$ cat src/rtl/ctrl_pkg.sv
// Shared constants for the pipelined control unit: opcode encodings,
// ALU operation codes, control-bundle widths and bit positions.
package ctrl_pkg;

  localparam int unsigned OPCODE_WIDTH = 5;
  localparam int unsigned ALUOP_WIDTH  = 2;

  // ex_ctrl is ALUOP_W bits of aluop plus this many single-bit flags
  localparam int unsigned EX_FLAG_N  = 6;
  localparam int unsigned MEM_CTRL_W = 4;
  localparam int unsigned WB_CTRL_W  = 2;

  typedef enum logic [OPCODE_WIDTH-1:0] {
    ART  = 5'd0,
    LOG  = 5'd1,
    IMM  = 5'd2,
    CRY  = 5'd3,
    JMP  = 5'd4,
    BQE  = 5'd5,
    BNE  = 5'd6,
    CALL = 5'd7,
    RET  = 5'd8,
    LD   = 5'd9,
    ST   = 5'd10
  } opcode_e;

  typedef enum logic [ALUOP_WIDTH-1:0] {
    ALU_ADD   = 2'b00,
    ALU_LOGIC = 2'b01,
    ALU_CARRY = 2'b10
  } aluop_e;

  // ex_ctrl = {branch, branchtype, jump, ret, alusrc, regdist, aluop}
  // flag positions are offsets above the aluop field
  localparam int unsigned EXO_REGDIST = 0;
  localparam int unsigned EXO_ALUSRC  = 1;
  localparam int unsigned EXO_RET     = 2;
  localparam int unsigned EXO_JUMP    = 3;
  localparam int unsigned EXO_BRTYPE  = 4;
  localparam int unsigned EXO_BRANCH  = 5;

  // mem_ctrl = {memread, memwrite, push, pop}
  localparam int unsigned MEM_POP   = 0;
  localparam int unsigned MEM_PUSH  = 1;
  localparam int unsigned MEM_WRITE = 2;
  localparam int unsigned MEM_READ  = 3;

  // wb_ctrl = {regwrite, memtoreg}
  localparam int unsigned WB_MEMTOREG = 0;
  localparam int unsigned WB_REGWRITE = 1;

endpackage

$ cat src/rtl/ctrl_decode.sv
// Combinational opcode-to-control-bundle table used in the ID stage.
// Unknown opcodes and invalid slots decode to an all-zero bubble.
module ctrl_decode
  import ctrl_pkg::*;
#(
  parameter int unsigned OPCODE_W = OPCODE_WIDTH,
  parameter int unsigned ALUOP_W  = ALUOP_WIDTH
) (
  input  logic [OPCODE_W-1:0]          opcode_i,
  input  logic                         valid_i,
  output logic [ALUOP_W+EX_FLAG_N-1:0] ex_ctrl_o,
  output logic [MEM_CTRL_W-1:0]        mem_ctrl_o,
  output logic [WB_CTRL_W-1:0]         wb_ctrl_o
);

  // decode table, all fields default to zero
  always_comb begin
    ex_ctrl_o  = '0;
    mem_ctrl_o = '0;
    wb_ctrl_o  = '0;
    if (valid_i) begin
      case (opcode_i)
        OPCODE_W'(ART): begin
          ex_ctrl_o[ALUOP_W+EXO_REGDIST] = 1'b1;
          ex_ctrl_o[ALUOP_W-1:0]         = ALUOP_W'(ALU_ADD);
          wb_ctrl_o[WB_REGWRITE]         = 1'b1;
        end
        OPCODE_W'(LOG): begin
          ex_ctrl_o[ALUOP_W+EXO_REGDIST] = 1'b1;
          ex_ctrl_o[ALUOP_W-1:0]         = ALUOP_W'(ALU_LOGIC);
          wb_ctrl_o[WB_REGWRITE]         = 1'b1;
        end
        OPCODE_W'(IMM): begin
          ex_ctrl_o[ALUOP_W+EXO_REGDIST] = 1'b1;
          ex_ctrl_o[ALUOP_W+EXO_ALUSRC]  = 1'b1;
          ex_ctrl_o[ALUOP_W-1:0]         = ALUOP_W'(ALU_ADD);
          wb_ctrl_o[WB_REGWRITE]         = 1'b1;
        end
        OPCODE_W'(CRY): begin
          ex_ctrl_o[ALUOP_W-1:0] = ALUOP_W'(ALU_CARRY);
          wb_ctrl_o[WB_REGWRITE] = 1'b1;
        end
        OPCODE_W'(JMP): begin
          ex_ctrl_o[ALUOP_W+EXO_JUMP] = 1'b1;
        end
        OPCODE_W'(BQE): begin
          ex_ctrl_o[ALUOP_W+EXO_BRANCH] = 1'b1;
        end
        OPCODE_W'(BNE): begin
          ex_ctrl_o[ALUOP_W+EXO_BRANCH] = 1'b1;
          ex_ctrl_o[ALUOP_W+EXO_BRTYPE] = 1'b1;
        end
        OPCODE_W'(CALL): begin
          ex_ctrl_o[ALUOP_W+EXO_JUMP] = 1'b1;
          mem_ctrl_o[MEM_PUSH]        = 1'b1;
        end
        OPCODE_W'(RET): begin
          ex_ctrl_o[ALUOP_W+EXO_RET] = 1'b1;
          mem_ctrl_o[MEM_POP]        = 1'b1;
        end
        OPCODE_W'(LD): begin
          mem_ctrl_o[MEM_READ]   = 1'b1;
          wb_ctrl_o[WB_REGWRITE] = 1'b1;
          wb_ctrl_o[WB_MEMTOREG] = 1'b1;
        end
        OPCODE_W'(ST): begin
          mem_ctrl_o[MEM_WRITE] = 1'b1;
        end
        default: begin
          ex_ctrl_o  = '0;
          mem_ctrl_o = '0;
          wb_ctrl_o  = '0;
        end
      endcase
    end
  end

endmodule

$ cat src/rtl/control_pipe.sv
// Pipelined control unit: decodes in ID and carries control bundles through
// EX/MEM/WB with valid bits, handling hazard bubbles, branch flush,
// memory-wait freeze and call-stack depth tracking.
// Optional macro CTRL_PERF_EN adds saturating stall/flush perf counters.
module control_pipe
  import ctrl_pkg::*;
#(
  parameter int unsigned OPCODE_W    = OPCODE_WIDTH,
  parameter int unsigned ALUOP_W     = ALUOP_WIDTH,
  parameter int unsigned STACK_DEPTH = 8,
  parameter int unsigned SP_W        = $clog2(STACK_DEPTH + 1)
) (
  input  logic                         clk,
  input  logic                         rst_n,
  input  logic [OPCODE_W-1:0]          opcode,
  input  logic                         instr_valid,
  input  logic                         hazard,
  input  logic                         flush,
  input  logic                         mem_wait,
  output logic                         stall_id,
  output logic [ALUOP_W+EX_FLAG_N-1:0] ex_ctrl,
  output logic [MEM_CTRL_W-1:0]        mem_ctrl,
  output logic [WB_CTRL_W-1:0]         wb_ctrl,
  output logic [SP_W-1:0]              stack_ptr,
  output logic                         stack_ovf,
  output logic                         stack_unf
`ifdef CTRL_PERF_EN
  ,
  output logic [15:0]                  perf_stall_cnt,
  output logic [15:0]                  perf_flush_cnt
`endif
);

  localparam int unsigned EX_W = ALUOP_W + EX_FLAG_N;

  logic [EX_W-1:0]       dec_ex;
  logic [MEM_CTRL_W-1:0] dec_mem;
  logic [WB_CTRL_W-1:0]  dec_wb;

  ctrl_decode #(
    .OPCODE_W(OPCODE_W),
    .ALUOP_W (ALUOP_W)
  ) u_decode (
    .opcode_i  (opcode),
    .valid_i   (instr_valid),
    .ex_ctrl_o (dec_ex),
    .mem_ctrl_o(dec_mem),
    .wb_ctrl_o (dec_wb)
  );

  // EX stage carries all three bundles, MEM carries mem+wb, WB carries wb
  logic                  ex_v_q,   ex_v_d;
  logic [EX_W-1:0]       ex_ex_q,  ex_ex_d;
  logic [MEM_CTRL_W-1:0] ex_mem_q, ex_mem_d;
  logic [WB_CTRL_W-1:0]  ex_wb_q,  ex_wb_d;
  logic                  mem_v_q,   mem_v_d;
  logic [MEM_CTRL_W-1:0] mem_mem_q, mem_mem_d;
  logic [WB_CTRL_W-1:0]  mem_wb_q,  mem_wb_d;
  logic                  wb_v_q,  wb_v_d;
  logic [WB_CTRL_W-1:0]  wb_wb_q, wb_wb_d;
  logic [SP_W-1:0]       sp_q,  sp_d;
  logic                  ovf_q, ovf_d;
  logic                  unf_q, unf_d;

  logic                  push_ok;
  logic                  pop_ok;
  logic                  freeze;
  logic                  mem_adv;
  logic [MEM_CTRL_W-1:0] mem_live;

  // MEM view with push/pop masked at the stack limits; masked ops never freeze
  always_comb begin
    push_ok  = (sp_q < SP_W'(STACK_DEPTH));
    pop_ok   = (sp_q != '0);
    mem_live = mem_v_q ? mem_mem_q : '0;
    if (!push_ok) mem_live[MEM_PUSH] = 1'b0;
    if (!pop_ok)  mem_live[MEM_POP]  = 1'b0;
    freeze   = mem_wait & (|mem_live);
    mem_adv  = mem_v_q & ~freeze;
    stall_id = freeze | (hazard & ~flush);
  end

  // stage advance with priority freeze > flush > hazard
  always_comb begin
    ex_v_d    = ex_v_q;
    ex_ex_d   = ex_ex_q;
    ex_mem_d  = ex_mem_q;
    ex_wb_d   = ex_wb_q;
    mem_v_d   = mem_v_q;
    mem_mem_d = mem_mem_q;
    mem_wb_d  = mem_wb_q;
    wb_v_d    = 1'b0;
    wb_wb_d   = '0;
    if (!freeze) begin
      wb_v_d    = mem_v_q;
      wb_wb_d   = mem_wb_q;
      mem_v_d   = ex_v_q;
      mem_mem_d = ex_mem_q;
      mem_wb_d  = ex_wb_q;
      if (flush || hazard) begin
        ex_v_d   = 1'b0;
        ex_ex_d  = '0;
        ex_mem_d = '0;
        ex_wb_d  = '0;
      end else begin
        ex_v_d   = instr_valid;
        ex_ex_d  = dec_ex;
        ex_mem_d = dec_mem;
        ex_wb_d  = dec_wb;
      end
    end
  end

  // call depth moves only as the MEM instruction retires from MEM
  always_comb begin
    sp_d  = sp_q;
    ovf_d = ovf_q;
    unf_d = unf_q;
    if (mem_adv) begin
      if (mem_mem_q[MEM_PUSH]) begin
        if (push_ok) sp_d = sp_q + SP_W'(1);
        else         ovf_d = 1'b1;
      end else if (mem_mem_q[MEM_POP]) begin
        if (pop_ok) sp_d = sp_q - SP_W'(1);
        else        unf_d = 1'b1;
      end
    end
  end

  // pipeline and stack state registers
  always_ff @(posedge clk or negedge rst_n) begin
    if (!rst_n) begin
      ex_v_q    <= 1'b0;
      ex_ex_q   <= '0;
      ex_mem_q  <= '0;
      ex_wb_q   <= '0;
      mem_v_q   <= 1'b0;
      mem_mem_q <= '0;
      mem_wb_q  <= '0;
      wb_v_q    <= 1'b0;
      wb_wb_q   <= '0;
      sp_q      <= '0;
      ovf_q     <= 1'b0;
      unf_q     <= 1'b0;
    end else begin
      ex_v_q    <= ex_v_d;
      ex_ex_q   <= ex_ex_d;
      ex_mem_q  <= ex_mem_d;
      ex_wb_q   <= ex_wb_d;
      mem_v_q   <= mem_v_d;
      mem_mem_q <= mem_mem_d;
      mem_wb_q  <= mem_wb_d;
      wb_v_q    <= wb_v_d;
      wb_wb_q   <= wb_wb_d;
      sp_q      <= sp_d;
      ovf_q     <= ovf_d;
      unf_q     <= unf_d;
    end
  end

  assign ex_ctrl   = ex_v_q ? ex_ex_q : '0;
  assign mem_ctrl  = mem_live;
  assign wb_ctrl   = wb_v_q ? wb_wb_q : '0;
  assign stack_ptr = sp_q;
  assign stack_ovf = ovf_q;
  assign stack_unf = unf_q;

`ifdef CTRL_PERF_EN
  logic [15:0] pstall_q, pstall_d;
  logic [15:0] pflush_q, pflush_d;

  // saturating event counters
  always_comb begin
    pstall_d = pstall_q;
    pflush_d = pflush_q;
    if (stall_id && (pstall_q != '1))           pstall_d = pstall_q + 16'd1;
    if (flush && !freeze && (pflush_q != '1))   pflush_d = pflush_q + 16'd1;
  end

  // perf counter registers
  always_ff @(posedge clk or negedge rst_n) begin
    if (!rst_n) begin
      pstall_q <= '0;
      pflush_q <= '0;
    end else begin
      pstall_q <= pstall_d;
      pflush_q <= pflush_d;
    end
  end

  assign perf_stall_cnt = pstall_q;
  assign perf_flush_cnt = pflush_q;
`endif

endmodule

$ cat config.mk
export PLATFORM = sky130hd
export DESIGN_NAME = control_pipe
export DESIGN_NICKNAME = d
export VERILOG_FILES = /design/src/rtl/ctrl_pkg.sv /design/src/rtl/ctrl_decode.sv /design/src/rtl/control_pipe.sv
export SDC_FILE = /design/constraint.sdc
export NUM_CORES = 1
export LEC_CHECK = 0
export BUFFER_PORTS_ARGS = -buffer_cell sky130_fd_sc_hd__buf_4
export CAP_MARGIN = 20
export CORE_AREA = 10 10 80 82
export DETAILED_ROUTE_END_ITERATION = 10
export DIE_AREA = 0 0 90 92
export PLACE_DENSITY = 0.54
export SLEW_MARGIN = 20
export SYNTH_ARGS = -nofsm -noshare
export SYNTH_HDL_FRONTEND = slang
export SYNTH_SLANG_ARGS = --single-unit
$ cat constraint.sdc
create_clock -name clk -period 2.4 [get_ports clk]
set_input_delay 0.12 -clock clk [delete_from_list [all_inputs] [get_ports clk]]
set_output_delay 0.12 -clock clk [all_outputs]
set_load 0.1 [all_outputs]
==> summary.log, run 1 <==
[synth] FF+latch count, synth 28
[synth] synthesized instance count 123
[synth] post-synthesis cell type with the largest combined area sky130_fd_sc_hd__dfrtp_1
[critical_path] data arrival at the endpoint of the critical path 2100 ps
[placement] routability-driven placement congestion ratio 0.7669
[grt] largest net degree at the start of global routing 29
[floorplanning] starting density of the core 28.73%
[power] share of power burned in the clock network 39.8%
[clock_tree] clock sinks 28
[placement] placed wire-length estimate 2425 um
[drt] post-DR wirelength/cell 13.66 um
[power] Power per Cell Area 514.7 mW/mm^2
[synth] Synth top cells by count sky130_fd_sc_hd__dfrtp_1 (28), sky130_fd_sc_hd__nand2_1 (15), sky130_fd_sc_hd__and2_1 (13), sky130_fd_sc_hd__o31ai_1 (8), sky130_fd_sc_hd__nor2_1 (7)
[finish] share of post-route cells with drive strength above 1 35.67%
[sta] number of setup violations in the final report 0
[sta] relative max-transition margin 55.13%
[synth] number of warning messages in the yosys log 0
[drt] met3 wire len 230 um
[critical_path] startpoint kind of the worst setup timing path flip-flop
[critical_path] Slowest cell on crit path sky130_fd_sc_hd__o41ai_4
[critical_path] worst setup path category reg -> out
[power] net switching component of the power 0.2008 mW
[drt] total wire length after detailed routing 3100 um
[clock_tree] Bufs on Longest Clock Path 2
[sta] share of the clock period used by the worst path after layout 92.49%
[critical_path] sum of buffers and inverters on the critical path 1
[synth] netlist area before placement 0.001411 sq mm
[floorplanning] Die Ht 92 um
[sta] accumulated negative setup slack 0 ps
[drt] count of antenna-violating nets left after detailed routing 0
[finish] post-route cell area 0.001802 sq mm
[power] Logic pwr share 8.1%
[flow_run] maximum capacitance violations 0
[clock_tree] number of resized instances in the post-cts repair step 0
[clock_tree] cts bufs inserted 3
[sta] clk_skew 2.578 ps
[sta] slew at the pin closest to its max-slew limit 673.1 ps
[synth] most frequent cell after synthesis sky130_fd_sc_hd__dfrtp_1
[drt] number of vias after detailed routing 1,032
[sta] fin. max-slew vios 0
[drt] drc violations 0
[floorplanning] width of the die 90 um
[synth] Synth async-reset ratio 100.0%
[sta] Hold Vio Cnt, Final 0
[sta] achievable frequency 450.5 MHz
[grt] global-route wire length before repair 5340 um
[critical_path] Max FO, Critical Path 23
[synth] Synth top area share 49.65%
[clock_tree] clock transition at the register clock pins on the worst setup and hold paths after CTS 90 ps
[critical_path] required time worst endpoint 2280 ps
[finish] Antenna Cells 0
[placement] placed inst area 0.001720 sq mm
[critical_path] CP Capture Type output pin
[synth] count of flip-flops with a built-in enable after synthesis 0
[critical_path] Critical Path Max Stage Delay 510 ps
[clock_tree] clock insertion delay at the later pin of the skew report 270 ps
[synth] predominant post-synthesis flop cell sky130_fd_sc_hd__dfrtp_1
[critical_path] kind of cell with the highest combined delay on the critical path compound AO/OA/AOI/OAI gates
[drt] wl on met1 1550 um
[grt] total routing resource utilization after global routing 7.848%
[power] switching power as a share of total power 21.66%
[power] internal power of the cells 0.7264 mW
[drt] Iteration-0 DRC Markers 30
[outcome] status complete, no violations
[clock_tree] # H-tree levels 1
[grt] vias in the first global route 1,085
[drt] Vias/cell 4.546
[synth] leading post-synthesis cells by cell area sky130_fd_sc_hd__dfrtp_1 (50%), sky130_fd_sc_hd__and2_1 (5.8%), sky130_fd_sc_hd__o31ai_1 (4.3%)
[power] proportion of power drawn by flip-flops and latches 52.1%
[placement] Port Buffer Count 31
[grt] number of antenna violations at the first check in global routing 0
[drt] met2 routed WL 1278 um
[sta] minimum period implied by the final worst setup slack 2220 ps
[synth] sequential-to-total area share from yosys stat 49.65%
[drt] highest metal layer with signal wires met4
[floorplanning] floorplan core area 0.004912 sq mm
[hold_path] class of the most critical hold timing path in -> reg
[synth] Netlist cell types 34
[floorplanning] floorplan die area 0.008280 sq mm
[clock_tree] cell at the root of the clock tree sky130_fd_sc_hd__clkbuf_8
[synth] syn avg cell area 11.47 sq um
[power] LEAKAGE 0.8774 nW
[drt] total iterations of the first detailed-routing run 4
[sta] RSZ-0062 raised after global routing false
[synth] Post-Syn Nets 138
[floorplanning] placement row count 26
[power] peak supply drop 0.3513 mV
[floorplanning] number of primary I/O pins 32
[finish] synth-to-layout area growth 27.66%
[grt] final global-route overflow total 0
[finish] net total in the final layout 173
[clock_tree] clock tree from TritonCTS done
[finish] Filler Cells Inserted 484
[critical_path] crit path cell chain o41ai_4, a31oi_4, a21o_1, buf_4
-- cell usage in the layout, fill, tap and decap left out, drive strengths merged, types with 2 or more instances in the layout --
cell type  count
dfrtp         28
and2          13
nor3b          2
nand3b         2
nor2           7
clkbuf         3
nor2b          2
inv            3
nand2b         3
ha             3
o31ai          8
nand2         15
o21ai          3
mux2           8
nor4           2
nand3          2
o41ai          2
a21o           4
buf           32
-- cell families (layout without fill, tap and decap cells) --
logic type	count (synthesis)	count (layout)	synth area share [%]
AOI/OAI and AO/OA	23	23	14.89
xor gates and xnor gates	2	2	1.241
adders and majority gates	4	4	4.078
buffers and inverters	6	40	2.659
DFF	28	28	49.65
muxes	8	8	7.180
and+or+nand+nor	52	52	20.30
-- power groups by stage --
stage	registers [mW]	logic (mW)	clock network, mW
floorplan	0.502	0.0280	0
global placement	0.493	0.0734	0
detailed placement	0.493	0.0751	0
CTS	0.484	0.0766	0.382
global route	0.485	0.0831	0.402
finish	0.484	0.0748	0.369
-- layer usage --
metal,up-vias,track usage (%)
li1,505,-
met3,5,3.178
met4,0,2.785
met5,-,0
met1,483,10.03
met2,39,11.68
-- sequential cells by signal, summed over array words and instances, names as in the netlist --
register,flops
wb_v_q,1
mem_wb_q,2
ex_mem_q,2
stack_unf,1
ex_v_q,1
stack_ovf,1
ex_wb_q,2
mem_mem_q,3
wb_wb_q,2
stack_ptr,4
ex_ex_q,8
mem_v_q,1
-- worst register-to-register path, delay by kind of cell, from the launching register on --
kind	cells	cell delay (ps)
AO/OA/AOI/OAI	3	1120
flip-flops	1	480
buffers and inverters	1	290
-- final timing paths --
| path | start | to | slack, ps | cells after the start |
|---|---|---|---|---|
| setup / recovery | stack_ptr[0] | stall_id | 180 | 4 |
| hold / removal | opcode[0] | ex_ex_q[4] | 50 | 2 |
| setup reg to reg | stack_ptr[0] | ex_ex_q[1] | 420 | 4 |
| hold reg to reg | stack_ovf | stack_ovf | 460 | 1 |
| min in group asynchronous | rst_n | stack_ptr[1] | 290 | 2 |
| max in group asynchronous | rst_n | stack_ptr[0] | 1830 | 2 |
-- final cells by class --
type / count / area [sq um] / share of cell area, %
clock buffer: 3 / 41.29 / 2.292
clock inverter: 1 / 30.03 / 1.667
inverter: 3 / 11.26 / 0.6250
multi-input combinational: 89 / 675.6 / 37.50
sequential: 28 / 705.7 / 39.17
tap: 70 / 87.58 / 4.861
timing repair buffer: 33 / 250.2 / 13.89
-- metrics by stage --
| step | instances | power [mW] | utilization [%] | setup WS [ps] | hold WS (ps) |
|---|---|---|---|---|---|
| 3_5_place_dp | 222 | 0.5681 | 35.02 | 407.5 | 66.82 |
| 5_1_grt | 227 | 0.9704 | 36.68 | 64.67 | 47.98 |
| 6_report | 227 | 0.9273 | 36.68 | 180.2 | 51.37 |
| 2_1_floorplan | 123 | 0.5303 | - | 83.50 | -175.6 |
| 4_1_cts | 227 | 0.9424 | 36.68 | 160.4 | 46.83 |
| 3_3_place_gp | 222 | 0.5661 | 35.02 | 485.1 | 52.52 |
-- what timing repair did --
action / CTS / global route
endpoints found under the hold margin: 28 / 0
hold buffers: 1 / 0
buffers inserted: 0 / 0
(Power assumes the default switching activity.)
==> run 2: changes to the inputs <==
- GPL_TIMING_DRIVEN: unset -> 0
- PLACE_DENSITY: 0.54 -> 0.58
==> run 2 against run 1 <==
Sequential share of layout area down 0.14 points. Design area grew 0.35%. Via count down 3.5%.
==> summary.log, run 2 (synthesis results as in run 1) <==
[outcome] status complete, no violations
[drt] total wire length after detailed routing 3108 um [+0.26%]
[critical_path] CP Capture Type output pin
[power] share of power burned in the clock network 34.2% [-5.6 points]
[sta] achievable frequency 482.6 MHz [+7.1%]
[critical_path] data arrival at the endpoint of the critical path 1950 ps [-150 ps]
[clock_tree] cts bufs inserted 3 [unchanged]
[critical_path] startpoint kind of the worst setup timing path flip-flop
[finish] share of post-route cells with drive strength above 1 36.48% [+0.81 points]
[finish] register ranked first by flip-flop count ex_ex_q
[grt] vias in the first global route 1,125 [+3.7%]
[sta] fin. max-slew vios 0 [unchanged]
[clock_tree] # H-tree levels 1 [unchanged]
[clock_tree] cell at the root of the clock tree sky130_fd_sc_hd__clkbuf_8
[floorplanning] Die Ht 92 um [unchanged]
[drt] Iteration-0 DRC Markers 28 [-6.7%]
[grt] global-route wire length before repair 5478 um [+2.6%]
[sta] minimum period implied by the final worst setup slack 2072 ps [-147.9 ps]
[critical_path] Max FO, Critical Path 16 [-30%]
[drt] Vias/cell 4.349 [-4.3%]
[power] Logic pwr share 8.8% [+0.7 points]
[finish] net total in the final layout 175 [+1.2%]
[power] peak supply drop 0.2656 mV [-24%]
[sta] Hold WS 55.65 ps [+4.284 ps]
[drt] drc violations 0 [unchanged]
[drt] count of antenna-violating nets left after detailed routing 0 [unchanged]
[floorplanning] width of the die 90 um [unchanged]
[critical_path] required time worst endpoint 2280 ps [about the same]
[hold_path] class of the most critical hold timing path in -> reg
[sta] relative max-transition margin 65.73% [+11 points]
[critical_path] worst setup path category reg -> out
[clock_tree] clock insertion delay at the later pin of the skew report 270 ps [about the same]
[clock_tree] clock sinks 28 [unchanged]
[grt] largest net degree at the start of global routing 29 [unchanged]
[placement] routability-driven placement congestion ratio 0.8613 [+12%]
[power] net switching component of the power 0.1978 mW [-1.5%]
[finish] Antenna Cells 0 [unchanged]
[sta] number of setup violations in the final report 0 [unchanged]
[clock_tree] clock tree from TritonCTS done
[finish] most frequent standard cell in the layout excluding fill and tap cells sky130_fd_sc_hd__buf_4
[sta] clk_skew 4.795 ps [+2.217 ps]
[power] LEAKAGE 0.8815 nW [+0.46%]
[floorplanning] starting density of the core 28.73% [unchanged]
[power] Power per Cell Area 468.9 mW/mm^2 [-8.9%]
[drt] number of vias after detailed routing 996 [-3.5%]
[finish] Filler Cells Inserted 502 [+3.7%]
[drt] total iterations of the first detailed-routing run 4 [unchanged]
[floorplanning] floorplan die area 0.008280 sq mm [unchanged]
[hold_path] number of cells on the worst hold path 2 [unchanged]
[clock_tree] clock transition at the register clock pins on the worst setup and hold paths after CTS 100 ps [about the same]
[sta] slew at the pin closest to its max-slew limit 514.1 ps [-159.0 ps]
[placement] Port Buffer Count 31 [unchanged]
[floorplanning] placement row count 26 [unchanged]
[sta] accumulated negative setup slack 0 ps [unchanged]
[floorplanning] number of primary I/O pins 32 [unchanged]
[critical_path] logic depth of the worst register-to-register path 5 [+1]
[placement] placed wire-length estimate 2435 um [+0.38%]
[grt] total routing resource utilization after global routing 7.849% [about the same]
[sta] share of the clock period used by the worst path after layout 86.33% [-6.2 points]
[power] proportion of power drawn by flip-flops and latches 57.0% [+4.9 points]
[floorplanning] floorplan core area 0.004912 sq mm [unchanged]
[finish] top library cells by usage in the layout, fill and taps aside sky130_fd_sc_hd__buf_4 (32), sky130_fd_sc_hd__dfrtp_1 (24), sky130_fd_sc_hd__nand2_1 (15), sky130_fd_sc_hd__and2_1 (13), sky130_fd_sc_hd__o31ai_1 (8)
[grt] number of antenna violations at the first check in global routing 0 [unchanged]
[power] internal power of the cells 0.6500 mW [-11%]
[sta] RSZ-0062 raised after global routing false
[power] switching power as a share of total power 23.33% [+1.7 points]
[sta] Hold Vio Cnt, Final 0 [unchanged]
[drt] post-DR wirelength/cell 13.57 um [-0.62%]
[clock_tree] Bufs on Longest Clock Path 2 [unchanged]
[grt] final global-route overflow total 0 [unchanged]
[finish] number of flip-flops under the largest register name 8 [unchanged]
[flow_run] maximum capacitance violations 0 [unchanged]
[finish] synth-to-layout area growth 28.10%
## run 2: cell count changes in the layout (fill, tap and decap cells not counted)
cell and delta:
sky130_fd_sc_hd__buf_6 +2, sky130_fd_sc_hd__bufinv_16 -1, sky130_fd_sc_hd__clkbuf_8 +1
## run 2: metal layers
metal  vias up  track usage (%)  routed length [um]
met5         -                0                   0
met4         0            1.592                  15
met3         2            3.504                 213
met2        31            11.86                1311
met1       459            10.14                1567
li1        504                -                   -
## run 2: area by class of cell
| type | instances | area, sq um | area share [%] |
|---|---|---|---|
| Buffer | 2 | 22.52 | 1.246 |
| Clock buffer | 4 | 55.05 | 3.045 |
| Tap cell | 70 | 87.58 | 4.844 |
| Inverter | 3 | 11.26 | 0.6228 |
| Timing Repair Buffer | 33 | 250.2 | 13.84 |
| Sequential cell | 28 | 705.7 | 39.03 |
| Multi-Input combinational cell | 89 | 675.6 | 37.37 |
## run 2: worst paths after layout
kind                       slack (ps)    startpoint            to
hold / removal                     60     opcode[1]    ex_ex_q[4]
max in group asynchronous        1820         rst_n  stack_ptr[2]
setup / recovery                  330  stack_ptr[3]      stall_id
hold reg to reg                   470     stack_ovf     stack_ovf
setup reg to reg                  490  stack_ptr[3]  stack_ptr[2]
min in group asynchronous         300         rst_n  stack_ptr[3]
## run 2: critical path: stages, from the launching register on
cell and delay, ps:
sky130_fd_sc_hd__dfrtp_2 490, sky130_fd_sc_hd__o41ai_4 450, sky130_fd_sc_hd__a31oi_4 280, sky130_fd_sc_hd__a21o_1 230, sky130_fd_sc_hd__buf_4 220
## run 2: stage by stage
step / setup slack, ps / instances / power [mW] / util (%) / cell area (sq um)
2_1_floorplan: 83.50 / 123 / 0.5303 / - / 1419
3_3_place_gp: 357.7 / 224 / 0.5652 / 35.41 / 1739
3_5_place_dp: 316.6 / 224 / 0.5675 / 35.41 / 1739
4_1_cts: 97.05 / 230 / 0.8626 / 36.88 / 1812
5_1_grt: 196.1 / 229 / 0.8828 / 36.81 / 1808
6_report: 328.1 / 229 / 0.8478 / 36.81 / 1808
## run 2: what timing repair did
item | CTS | global route
hold buffers | 1 | 0
pin swaps | 1 | 0
endpoints found under the setup margin | 1 | 1
gates resized for setup | 0 | 0
hold endpoints to repair | 28 | 0
setup buffers | 1 | 0
## run 2: power by group through the flow
| stage | logic (mW) | clock network [mW] | registers [mW] |
|---|---|---|---|
| after floorplan | 0.0280 | 0 | 0.502 |
| after global placement | 0.0725 | 0 | 0.493 |
| after detailed placement | 0.0744 | 0 | 0.493 |
| after CTS | 0.0759 | 0.303 | 0.484 |
| after global routing | 0.0826 | 0.315 | 0.485 |
| final | 0.0743 | 0.290 | 0.484 |
